### config.mk
export PLATFORM = sky130hd
export DESIGN_NAME = mrd_fsm_ctrl_p2
export DESIGN_NICKNAME = d
export VERILOG_FILES = /design/src/rtl/mrd_mem_pkt.sv /design/src/rtl/mrd_nf_stage_cnt.sv /design/src/rtl/mrd_fsm_ctrl_p2.sv
export SDC_FILE = /design/constraint.sdc
export NUM_CORES = 1
export LEC_CHECK = 0
export BUFFER_PORTS_ARGS = -buffer_cell sky130_fd_sc_hd__buf_2
export CAP_MARGIN = 20
export CORE_MARGIN = 2
export CORE_UTILIZATION = 48
export CTS_CLUSTER_SIZE = 30
export DETAILED_ROUTE_END_ITERATION = 10
export MAX_ROUTING_LAYER = met4
export PLACE_DENSITY = 0.77
export REMOVE_ABC_BUFFERS = 1
export SYNTH_ARGS = -nofsm -noshare
export SYNTH_HDL_FRONTEND = slang
export SYNTH_SLANG_ARGS = --single-unit
### constraint.sdc
create_clock -name clk -period 3.06 [get_ports clk]
set_clock_uncertainty 0.2 [all_clocks]
set_input_delay 0.459 -clock clk [delete_from_list [all_inputs] [get_ports clk]]
set_output_delay 0.459 -clock clk [all_outputs]
set_load 0.05 [all_outputs]
### src/rtl/mrd_mem_pkt.sv
// Shared definitions for the mixed-radix DFT memory engine: phase codes
// driven on the fsm bus and the per-stage radix list type.
package mrd_mem_pkt;

  typedef enum logic [2:0] {
    Idle        = 3'd0,
    Sink        = 3'd1,
    Wait_to_rd  = 3'd2,
    Rd          = 3'd3,
    Wait_wr_end = 3'd4,
    Source      = 3'd5
  } phase_e;

  // Radix per butterfly stage, entry 0 first; a 0 entry terminates the list.
  typedef logic [0:5][2:0] nf_t;

  localparam int unsigned NF_STAGES = 6;
  localparam logic [15:0] WDOG_MAX  = 16'hFFFF;

endpackage

### src/rtl/mrd_nf_stage_cnt.sv
// Counts the leading nonzero radix entries of an Nf list (0..6).
module mrd_nf_stage_cnt
  import mrd_mem_pkt::*;
(
  input  nf_t        nf,
  output logic [2:0] nstg
);

  logic run;

  // Count entries until the first zero radix terminates the list.
  always_comb begin
    nstg = '0;
    run  = 1'b1;
    for (int unsigned i = 0; i < NF_STAGES; i++) begin
      if (run && (nf[i] != 3'd0)) begin
        nstg = nstg + 3'd1;
      end else begin
        run = 1'b0;
      end
    end
  end

endmodule

### src/rtl/mrd_fsm_ctrl_p2.sv
// Phase sequencer for the mixed-radix DFT memory engine: Sink, one Rd /
// Wait_wr_end pass per radix stage, then Source.
// Optional watchdog on the waiting phases: define MRD_FSM_WDOG_EN.
module mrd_fsm_ctrl_p2
  import mrd_mem_pkt::*;
#(
  parameter int unsigned WAIT_RD_CYC = 4,
  parameter int unsigned W_PTS       = 12
) (
  input  logic             clk,
  input  logic             rst_n,
  input  logic             sink_valid,
  input  logic             sink_sop,
  input  logic             sink_eop,
  output logic             sink_ready,
  input  nf_t              Nf,
  input  logic [W_PTS-1:0] dftpts,
  input  logic             rd_end,
  input  logic             wr_end,
  input  logic             source_end,
  output logic [2:0]       fsm,
  output logic [2:0]       fsm_r,
  output logic [2:0]       stage_idx,
  output nf_t              Nf_lat,
  output logic [W_PTS-1:0] dftpts_lat,
`ifdef MRD_FSM_WDOG_EN
  output logic             wdog_to,
`endif
  output logic             frame_done,
  output logic             len_err,
  output logic             cfg_err
);

  localparam logic [3:0] WAIT_LAST = 4'(WAIT_RD_CYC - 1);

  phase_e           state, state_nxt;
  logic [W_PTS-1:0] pts_cnt, pts_inc;
  logic [3:0]       wait_cnt;
  logic [2:0]       nstg_in, nstg_lat;
  logic             latch_cfg, pts_step, stage_inc;
  logic             len_err_nxt, cfg_err_nxt, done_nxt;

`ifdef MRD_FSM_WDOG_EN
  logic [15:0]      wdog_cnt;
  logic             wdog_run, wdog_fire;
`endif

  mrd_nf_stage_cnt u_nf_stage_cnt (
    .nf   (Nf),
    .nstg (nstg_in)
  );

  assign fsm        = state;
  assign sink_ready = (state == Idle) || (state == Sink);
  assign pts_inc    = pts_cnt + W_PTS'(1);

  // Next-phase decode and per-cycle control strobes.
  always_comb begin
    state_nxt   = state;
    latch_cfg   = 1'b0;
    pts_step    = 1'b0;
    stage_inc   = 1'b0;
    len_err_nxt = 1'b0;
    cfg_err_nxt = 1'b0;
    done_nxt    = 1'b0;
    case (state)
      Idle: begin
        if (sink_valid && sink_sop) begin
          if (Nf[0] == 3'd0) begin
            cfg_err_nxt = 1'b1;
          end else begin
            latch_cfg = 1'b1;
            if (!sink_eop) begin
              state_nxt = Sink;
            end else if (dftpts == W_PTS'(1)) begin
              state_nxt = Wait_to_rd;
            end else begin
              len_err_nxt = 1'b1;
            end
          end
        end
      end
      Sink: begin
        if (sink_valid) begin
          pts_step = 1'b1;
          if (sink_eop) begin
            if (pts_inc == dftpts_lat) begin
              state_nxt = Wait_to_rd;
            end else begin
              len_err_nxt = 1'b1;
              state_nxt   = Idle;
            end
          end
        end
      end
      Wait_to_rd: begin
        if (wait_cnt == WAIT_LAST) state_nxt = Rd;
      end
      Rd: begin
        if (rd_end) state_nxt = Wait_wr_end;
      end
      Wait_wr_end: begin
        if (wr_end) begin
          if (stage_idx == nstg_lat - 3'd1) begin
            state_nxt = Source;
          end else begin
            stage_inc = 1'b1;
            state_nxt = Rd;
          end
        end
      end
      Source: begin
        if (source_end) begin
          state_nxt = Idle;
          done_nxt  = 1'b1;
        end
      end
      default: state_nxt = Idle;
    endcase
`ifdef MRD_FSM_WDOG_EN
    // Watchdog timeout overrides whatever the phase decode chose.
    if (wdog_fire) begin
      state_nxt = Idle;
      stage_inc = 1'b0;
      done_nxt  = 1'b0;
    end
`endif
  end

`ifdef MRD_FSM_WDOG_EN
  assign wdog_run  = (state == Rd) || (state == Wait_wr_end) || (state == Source);
  assign wdog_fire = wdog_run && (wdog_cnt == WDOG_MAX);

  // Watchdog counter: restarts on every phase change, idles outside waiting phases.
  always_ff @(posedge clk) begin
    if (!rst_n) begin
      wdog_cnt <= '0;
      wdog_to  <= 1'b0;
    end else begin
      wdog_to <= wdog_fire;
      if (!wdog_run || (state_nxt != state)) wdog_cnt <= '0;
      else                                   wdog_cnt <= wdog_cnt + 16'd1;
    end
  end
`endif

  // Phase register, delayed copy, counters, latched config and pulse outputs.
  always_ff @(posedge clk) begin
    if (!rst_n) begin
      state      <= Idle;
      fsm_r      <= Idle;
      pts_cnt    <= '0;
      wait_cnt   <= '0;
      stage_idx  <= '0;
      nstg_lat   <= '0;
      Nf_lat     <= '0;
      dftpts_lat <= '0;
      frame_done <= 1'b0;
      len_err    <= 1'b0;
      cfg_err    <= 1'b0;
    end else begin
      state      <= state_nxt;
      fsm_r      <= state;
      frame_done <= done_nxt;
      len_err    <= len_err_nxt;
      cfg_err    <= cfg_err_nxt;

      if (latch_cfg) begin
        Nf_lat     <= Nf;
        dftpts_lat <= dftpts;
        nstg_lat   <= nstg_in;
        pts_cnt    <= W_PTS'(1);
      end else if (pts_step) begin
        pts_cnt <= pts_inc;
      end

      if (state == Wait_to_rd) wait_cnt <= wait_cnt + 4'd1;
      else                     wait_cnt <= '0;

      // Stage index restarts both on the way into Rd and on return to Idle.
      if ((state_nxt == Idle) || (state == Wait_to_rd)) stage_idx <= '0;
      else if (stage_inc)                               stage_idx <= stage_idx + 3'd1;
    end
  end

endmodule

==> results of run 1 <==
## critical path: stages
cell	delay (ps)
buf_2	110
or3_4	410
nand2_1	100
inv_1	70
ha_4	240
nor2_2	70
nor2_1	50
ha_1	270
mux2i_1	60
a31oi_1	180
ha_1	190
o31ai_1	80
xor2_1	160
nor2_1	130
xor2_1	140
nand3_1	90
a21boi_1	140
## repair_timing
item | 4_1_cts | 5_1_grt
endpoints found under the setup margin | 0 | 1
gates resized for setup | 0 | 7
setup buffers | 0 | 1
## cell type report
type                    instances  area share, %
multi-input cells             288           47.0
clock inverters                 7           1.38
repair buffers                 92           12.9
flip-flops and latches         61           32.0
clock buffers                   9           3.25
inverters                       9          0.886
well taps                      77           2.53
## stage by stage
stage / cell area [µm²] / power (mW) / util, %
floorplan: 3010 / 1.05 / -
global placement: 3590 / 1.15 / 57.2
detailed placement: 3590 / 1.15 / 57.2
CTS: 3770 / 1.79 / 60.0
global route: 3810 / 1.86 / 60.7
finish: 3810 / 1.78 / 60.7
## synthesized netlist by cell type (4+ instances only)
cell type,count
a21boi_0,33
a21oi_1,12
and2_1,7
and3_1,8
clkbuf_1,14
dfxtp_1,61
ha_1,7
inv_1,9
nand2_1,81
nand3_1,9
nand4_1,4
nor2_1,23
nor2b_1,5
nor3_1,8
nor4_1,6
o21ai_0,9
o31ai_1,4
or3_1,7
xnor2_1,19
xor2_1,11
## logic make-up (layout without fill, tap and decap cells)
group / after synthesis / in the layout / share of synthesized area, %
and+or+nand+nor: 169 / 169 / 26.0
adders and majority gates: 7 / 7 / 2.85
DFF: 61 / 61 / 39.8
xor gates and xnor gates: 30 / 30 / 8.55
buffers and inverters: 25 / 117 / 3.05
muxes: 4 / 4 / 1.34
AOI/OAI and AO/OA: 78 / 78 / 18.5
## report_power, final
group / internal, mW / leakage (nW) / switching (mW) / total, mW
clock network: 0.294 / 0.0774 / 0.340 / 0.633
registers: 0.819 / 0.495 / 0.0201 / 0.839
logic: 0.115 / 0.985 / 0.195 / 0.310
total: 1.23 / 1.56 / 0.554 / 1.78
## flip-flops by register name, summed over array words and instances (netlist names)
name	cells
Nf_lat	18
wait_cnt	4
pts_cnt	12
cfg_err	1
dftpts_lat	12
fsm_r	3
frame_done	1
len_err	1
nstg_lat	3
stage_idx	3
fsm	3
## routing by layer
layer  global-route usage (%)  share of wire [%]  vias up
met2                     38.1                 49       76
met3                     6.43                6.2        9
met4                     7.62                1.3        0
met5                        -                  0        -
met1                     25.8                 44     1376
li1                         -                  -     1480
## worst max-delay path by stage
| stage | endpoint | cells past startpoint |
|---|---|---|
| 2_1_floorplan | nstg_lat[2] | 16 |
| 3_3_place_gp | nstg_lat[2] | 17 |
| 3_5_place_dp | nstg_lat[2] | 16 |
| 4_1_cts | nstg_lat[2] | 16 |
| 5_1_grt | nstg_lat[2] | 17 |
| 6_report | nstg_lat[2] | 17 |
==> results_dict.tcl, run 1 <==
set metrics [dict create \
    synth_flop_cell "dfxtp_1" \
    slew_violations 0 \
    die_w_um 84.0 \
    cp-end-kind "flop" \
    port_buffers 80 \
    cts_tree "done" \
    yosysWarnings 0 \
    cts.htree.levels 3 \
    arrival_ps 2960 \
    power.density_nw_per_um2 467 \
    finalCriticalPeriod_ps 2880 \
    hold_path.class "input port to flop" \
    avgSynthCellArea_um2 8.21 \
    yosysTopAreaCell "dfxtp_1" \
    dpl_worst_slack_ps -328 \
    cts_buffers 9 \
    hold_viol 0 \
    grt_max_degree 38 \
    grt_pass1_wl_um 12500 \
    yosysSeqAreaShare_pct 39.8 \
    hold_depth 3 \
    dr.first_iter.drc_count 164 \
    wire_per_inst_um 13.9 \
    cp_max_fo 2 \
    ys_types 43 \
    setup_slack_ps 179 \
    hpwl_um 5600 \
    clk_latency_ps 340 \
    stdcell_count 543 \
    route.vias.total 2941 \
    drt_first_pass_iters 4 \
    hold-worst-slack_ps 167 \
    initial_core_util_pct 48.9 \
    ys_ff_latch 61 \
    finalSetupViolations 0 \
    setup_tns_ps 0 \
    area_growth_pct 24.1 \
    tightestPinTransition_ps 523 \
    rows 29 \
    first_global_vias 2822 \
    required_ps 3140 \
    min_to "Nf_lat[3]" \
    drc 0 \
    clockBufferDepth 2 \
    startpoint "Nf[14]" \
    synth_area_um2 3070 \
    syn_inst 374 \
    reg2reg_to "stage_idx[2]" \
    wirelength_um 7540 \
    reg2reg_slack_ps 340 \
    overflow 0 \
    async_reset_ff_share_pct 0 \
    drive_above_1_share_pct 25.8 \
    vdd_ir_drop_max_mv 0.297 \
    clock-root-buffer "clkbuf_8" \
    slew_headroom_pct 64.8 \
    seqCellArea_um2 1220 \
    period_share_pct 94.2 \
    hp-start "Nf[3]" \
    die_h_um 84.0 \
    max_freq_mhz 347 \
    criticalPathCategory "input port to flop" \
    cap_violations 0 \
    ys_top_cells_by_area "dfxtp_1, nand2_1, a21boi_0, xnor2_1, xor2_1" \
    cts-hold-fix-buffers 0 \
    critPathLaunchType "input port" \
    fin_nets 506 \
    grt_util_all_layers_pct 22.6 \
    drt.antenna.violating_nets 0 \
    ios 81 \
    clk_pin_slew_ps 80 \
    die-area_um2 7060 \
    layout_common_cells "nand2_1, buf_2, dfxtp_1" \
    status "finished, final reports clean" \
    synth_top_area_share_pct 39.8 \
    core_area_um2 6280 \
    p_leak_nw 1.56 \
    antenna_cells 0 \
    worstRegToRegCells 7 \
    fillers 552 \
    gp_congestion 0.925 \
    cts.sinks 61 \
    routed_via_density 5.42 \
    final_common_cell "nand2_1" \
    reg2reg_from "pts_cnt[0]" \
    multi_input_area_um2 1790 \
    antenna_found_initial 0 \
    dp_cells 526 \
    synth_edf_count 0 \
]
No activity file was read; power rests on OpenSTA's default activity.
==> run 2: changes to the inputs <==
==> constraint.sdc (replaced) <==
create_clock -name clk -period 3.06 [get_ports clk]
set_clock_uncertainty 0.2 [all_clocks]
set_input_delay 0.612 -clock clk [delete_from_list [all_inputs] [get_ports clk]]
set_output_delay 0.612 -clock clk [all_outputs]
set_load 0.05 [all_outputs]
==> results_dict.tcl, run 2 (same netlist as run 1, synthesis figures left out) <==
set metrics [dict create \
    finalSetupViolations 1 \
    gp_congestion 0.907 \
    grt_max_degree 33 \
    cp_max_fo 2 \
    grt_use_met2_pct 38.3 \
    largest_reg_flops 18 \
    grt_util_all_layers_pct 23.3 \
    max_freq_mhz 326 \
    die-area_um2 7060 \
    dr.first_iter.drc_count 161 \
    hold_path.class "flop to flop" \
    violations "setup timing" \
    core_area_um2 6280 \
    route.vias.total 3003 \
    drive_above_1_share_pct 27.8 \
    drc 0 \
    wire_per_inst_um 14.1 \
    required_ps 3140 \
    ios 81 \
    fillers 563 \
    cts.sinks 61 \
    slew_headroom_pct 67.5 \
    clockBufferDepth 2 \
    clk_pin_slew_ps 70 \
    period_share_pct 100 \
    drt_first_pass_iters 4 \
    cts-hold-fix-buffers 0 \
    cts_buffers 9 \
    design_area_um2 3930 \
    vdd_ir_drop_max_mv 0.464 \
    drt.antenna.violating_nets 0 \
    rsz0062_at_grt "yes" \
    hpwl_um 5650 \
    cp-end-kind "flop" \
    status "finished with violations" \
    finalCriticalPeriod_ps 3070 \
    cts.htree.levels 3 \
    antenna_found_initial 0 \
    cap_violations 0 \
    power.density_nw_per_um2 501 \
    layout_common_cells "nand2_1, buf_2, dfxtp_1" \
    grtUsageMet1_pct 26.5 \
    arrival_ps 3150 \
    criticalPathCategory "input port to flop" \
    routed_via_density 5.48 \
    initial_core_util_pct 48.9 \
    setup_tns_ps -8.51 \
    clk_latency_ps 340 \
    hold_viol 0 \
    grt_pass1_wl_um 12900 \
    cts_tree "done" \
    rows 29 \
    tightestPinTransition_ps 483 \
    area_growth_pct 27.9 \
    overflow 0 \
    critPathLaunchType "input port" \
    top_regs "Nf_lat (18), dftpts_lat (12), pts_cnt (12)" \
    die_h_um 84.0 \
    place_area_um2 3630 \
    final_common_cell "nand2_1" \
    global_route.peak_usage_layer "met2" \
    top_register "Nf_lat" \
    port_buffers 80 \
    p_leak_nw 1.62 \
    setup_slack_ps -8.51 \
    grt.met3_usage_pct 6.92 \
    fin_util_pct 62.6 \
    wirelength_um 7710 \
    finalPower_mw 1.97 \
    slew_violations 0 \
    first_global_vias 2913 \
    clock-root-buffer "clkbuf_8" \
    die_w_um 84.0 \
    antenna_cells 0 \
    fin_nets 511 \
]
run 2: cell types whose count changed in the layout (fill, tap and decap cells not counted), sizes merged:
cell / before / now
buf: 92 / 97
clkinvlp: 4 / 1
bufinv: 0 / 2
clkbuf: 9 / 10
run 2: layout make-up:
| class | count | area (µm²) | share of cell area (%) |
|---|---|---|---|
| Multi-Input combinational cell | 288 | 1820 | 46.3 |
| Clock buffer | 10 | 138 | 3.50 |
| Timing Repair Buffer | 97 | 534 | 13.6 |
| Inverter | 9 | 33.8 | 0.860 |
| Tap cell | 77 | 96.3 | 2.45 |
| Clock inverter | 6 | 86.3 | 2.20 |
| Sequential cell | 61 | 1220 | 31.1 |
run 2: critical path, stage by stage:
cell	delay (ps)
buf_6	90
or3_4	410
a21oi_4	190
ha_4	230
nor2_4	80
nor2_2	40
ha_1	260
mux2i_1	60
a31oi_1	250
ha_2	220
o31ai_2	60
xor2_1	140
nor2_1	140
xor2_1	150
nand3_1	80
a21boi_1	130
run 2: report_power, final:
group	total (mW)	switching, mW	leakage (nW)	internal, mW
logic	0.323	0.199	1.01	0.124
registers	0.839	0.0201	0.495	0.819
clock network	0.808	0.329	0.112	0.479
total	1.97	0.548	1.62	1.42
run 2: worst paths after layout:
check	cells past startpoint	endpoint	slack, ps	startpoint
min	2	Nf_lat[12]	260	Nf_lat[12]
max reg2reg	7	stage_idx[0]	500	pts_cnt[0]
min reg2reg	2	Nf_lat[12]	260	Nf_lat[12]
max	16	nstg_lat[2]	-9	Nf[13]
run 2: layer usage:
metal | up-vias | part of all wire (%)
met1 | 1405 | 42
li1 | 1489 | -
met5 | - | 0
met3 | 18 | 6.3
met4 | 0 | 2.2
met2 | 91 | 49
run 2: repair_timing:
action | CTS | global route
setup endpoints to repair | 1 | 2
setup buffers | 1 | 0
cloned | 0 | 0
pin swaps | 1 | 11
gates resized for setup | 2 | 13
run 2: through the flow:
| step | std cells | hold slack, ps | worst slack, ps |
|---|---|---|---|
| 2_1_floorplan | 358 | 218 | -286 |
| 3_3_place_gp | 531 | 228 | -332 |
| 3_5_place_dp | 531 | 255 | -426 |
| 4_1_cts | 548 | 268 | 8.48 |
| 5_1_grt | 548 | 277 | -223 |
| 6_report | 548 | 260 | -8.51 |
==> run 3: changes to the inputs <==
--- a/config.mk
+++ b/config.mk
@@ -13,7 +13,6 @@
 export DETAILED_ROUTE_END_ITERATION = 10
 export MAX_ROUTING_LAYER = met4
 export PLACE_DENSITY = 0.77
-export REMOVE_ABC_BUFFERS = 1
 export SYNTH_ARGS = -nofsm -noshare
 export SYNTH_HDL_FRONTEND = slang
 export SYNTH_SLANG_ARGS = --single-unit
==> results_dict.tcl, run 3 (same netlist as run 1, synthesis figures left out) <==
set metrics [dict create \
    status "finished with violations" \
    violations "setup timing" \
    grt_util_all_layers_pct 23.8 \
    rsz0062_at_grt "yes" \
    first_global_vias 2920 \
    p_leak_nw 1.59 \
    cp-end-kind "flop" \
    cts_buffers 9 \
    top_register "Nf_lat" \
    cap_violations 0 \
    stdcell_count 544 \
    gp_congestion 0.920 \
    die_h_um 84.0 \
    drt_first_pass_iters 4 \
    cts-hold-fix-buffers 0 \
    seqCellArea_um2 1220 \
    synth_nets 419 \
    tightestPinTransition_ps 527 \
    fillers 554 \
    die_w_um 84.0 \
    setup_slack_ps -36.4 \
    power.density_nw_per_um2 473 \
    core_area_um2 6280 \
    grt_max_degree 33 \
    finalCriticalPeriod_ps 3100 \
    initial_core_util_pct 48.9 \
    drive_above_1_share_pct 26.8 \
    period_share_pct 101 \
    finalPower_mw 1.82 \
    vdd_ir_drop_max_mv 0.284 \
    grt_pass1_wl_um 13100 \
    die-area_um2 7060 \
    rows 29 \
    antenna_found_initial 0 \
    design_area_um2 3850 \
    slew_violations 0 \
    hold-worst-slack_ps 255 \
    top_regs "Nf_lat (18), dftpts_lat (12), pts_cnt (12)" \
    cp_max_fo 2 \
    overflow 0 \
    clk_latency_ps 340 \
    dp_cells 531 \
    place_area_um2 3680 \
    finalSetupViolations 1 \
    max_freq_mhz 323 \
    ios 81 \
    critPathLaunchType "input port" \
    setup_tns_ps -36.4 \
    routed_via_density 5.51 \
    area_growth_pct 25.5 \
    fin_nets 510 \
    crit_chain "buf_2 -> or3_4 -> a21oi_4 -> ha_4 -> nor2_2 -> nor2_1 -> ha_1 -> mux2i_1 -> a31oi_2 -> ha_2 -> o31ai_2 -> xor2_1 -> nor2_1 -> xor2_1 -> nand3_1 -> a21boi_1" \
    clock-root-buffer "clkbuf_8" \
    slew_headroom_pct 64.8 \
    largest_reg_flops 18 \
    post_cts_buffers 0 \
    layout_common_cells "nand2_1, buf_2, dfxtp_1" \
    fin_util_pct 61.4 \
    cts.htree.levels 3 \
    drt.antenna.violating_nets 0 \
    hold_path.class "flop to flop" \
    dr.first_iter.drc_count 183 \
    wire_per_inst_um 14.3 \
    criticalPathCategory "input port to flop" \
    multi_input_area_um2 1810 \
    route.vias.total 3000 \
    clockBufferDepth 2 \
    hold_viol 0 \
    antenna_cells 0 \
    critPathSlowestCell "or3_4" \
    cts.sinks 61 \
    cts_resized 0 \
    drc 0 \
    port_buffers 80 \
    dpl_worst_slack_ps -395 \
    crit_path_max_incr_delay_ps 420 \
    wirelength_um 7760 \
    required_ps 3140 \
    cts_tree "done" \
    hpwl_um 5780 \
    clk_pin_slew_ps 60 \
    arrival_ps 3180 \
]
-- run 3: metal layers --
| metal | wire (µm) | track usage [%] | up-vias |
|---|---|---|---|
| met4 | 225 | 11.1 | 0 |
| met3 | 347 | 4.85 | 22 |
| li1 | - | - | 1478 |
| met5 | 0 | - | - |
| met2 | 3650 | 38.8 | 89 |
| met1 | 3540 | 28.2 | 1411 |
-- run 3: critical path: cells and delay by family --
| family | cells | cell delay, ps |
|---|---|---|
| muxes | 1 | 180 |
| and+or+nand+nor | 5 | 700 |
| buffers and inverters | 1 | 120 |
| xor gates and xnor gates | 2 | 320 |
| adders and majority gates | 3 | 740 |
| AOI/OAI and AO/OA | 4 | 500 |
-- run 3: final timing paths --
check | start | end | slack, ps | cells after the start
max reg2reg | pts_cnt[0] | stage_idx[1] | 510 | 7
min reg2reg | wait_cnt[0] | wait_cnt[0] | 260 | 1
max | Nf[14] | nstg_lat[2] | -40 | 16
min | wait_cnt[0] | wait_cnt[0] | 260 | 1
-- run 3: layout make-up --
class,count,area share (%)
Timing Repair Buffer,96,13.5
Clock buffer,10,3.31
Multi-Input combinational cell,288,47.1
Clock inverter,3,1.04
Tap cell,77,2.50
Sequential cell,61,31.7
Inverter,9,0.877
-- run 3: where the power goes --
part	total [mW]	internal [mW]	switching (mW)
clock network	0.662	0.360	0.303
registers	0.840	0.819	0.0205
logic	0.321	0.121	0.201
total	1.82	1.30	0.524
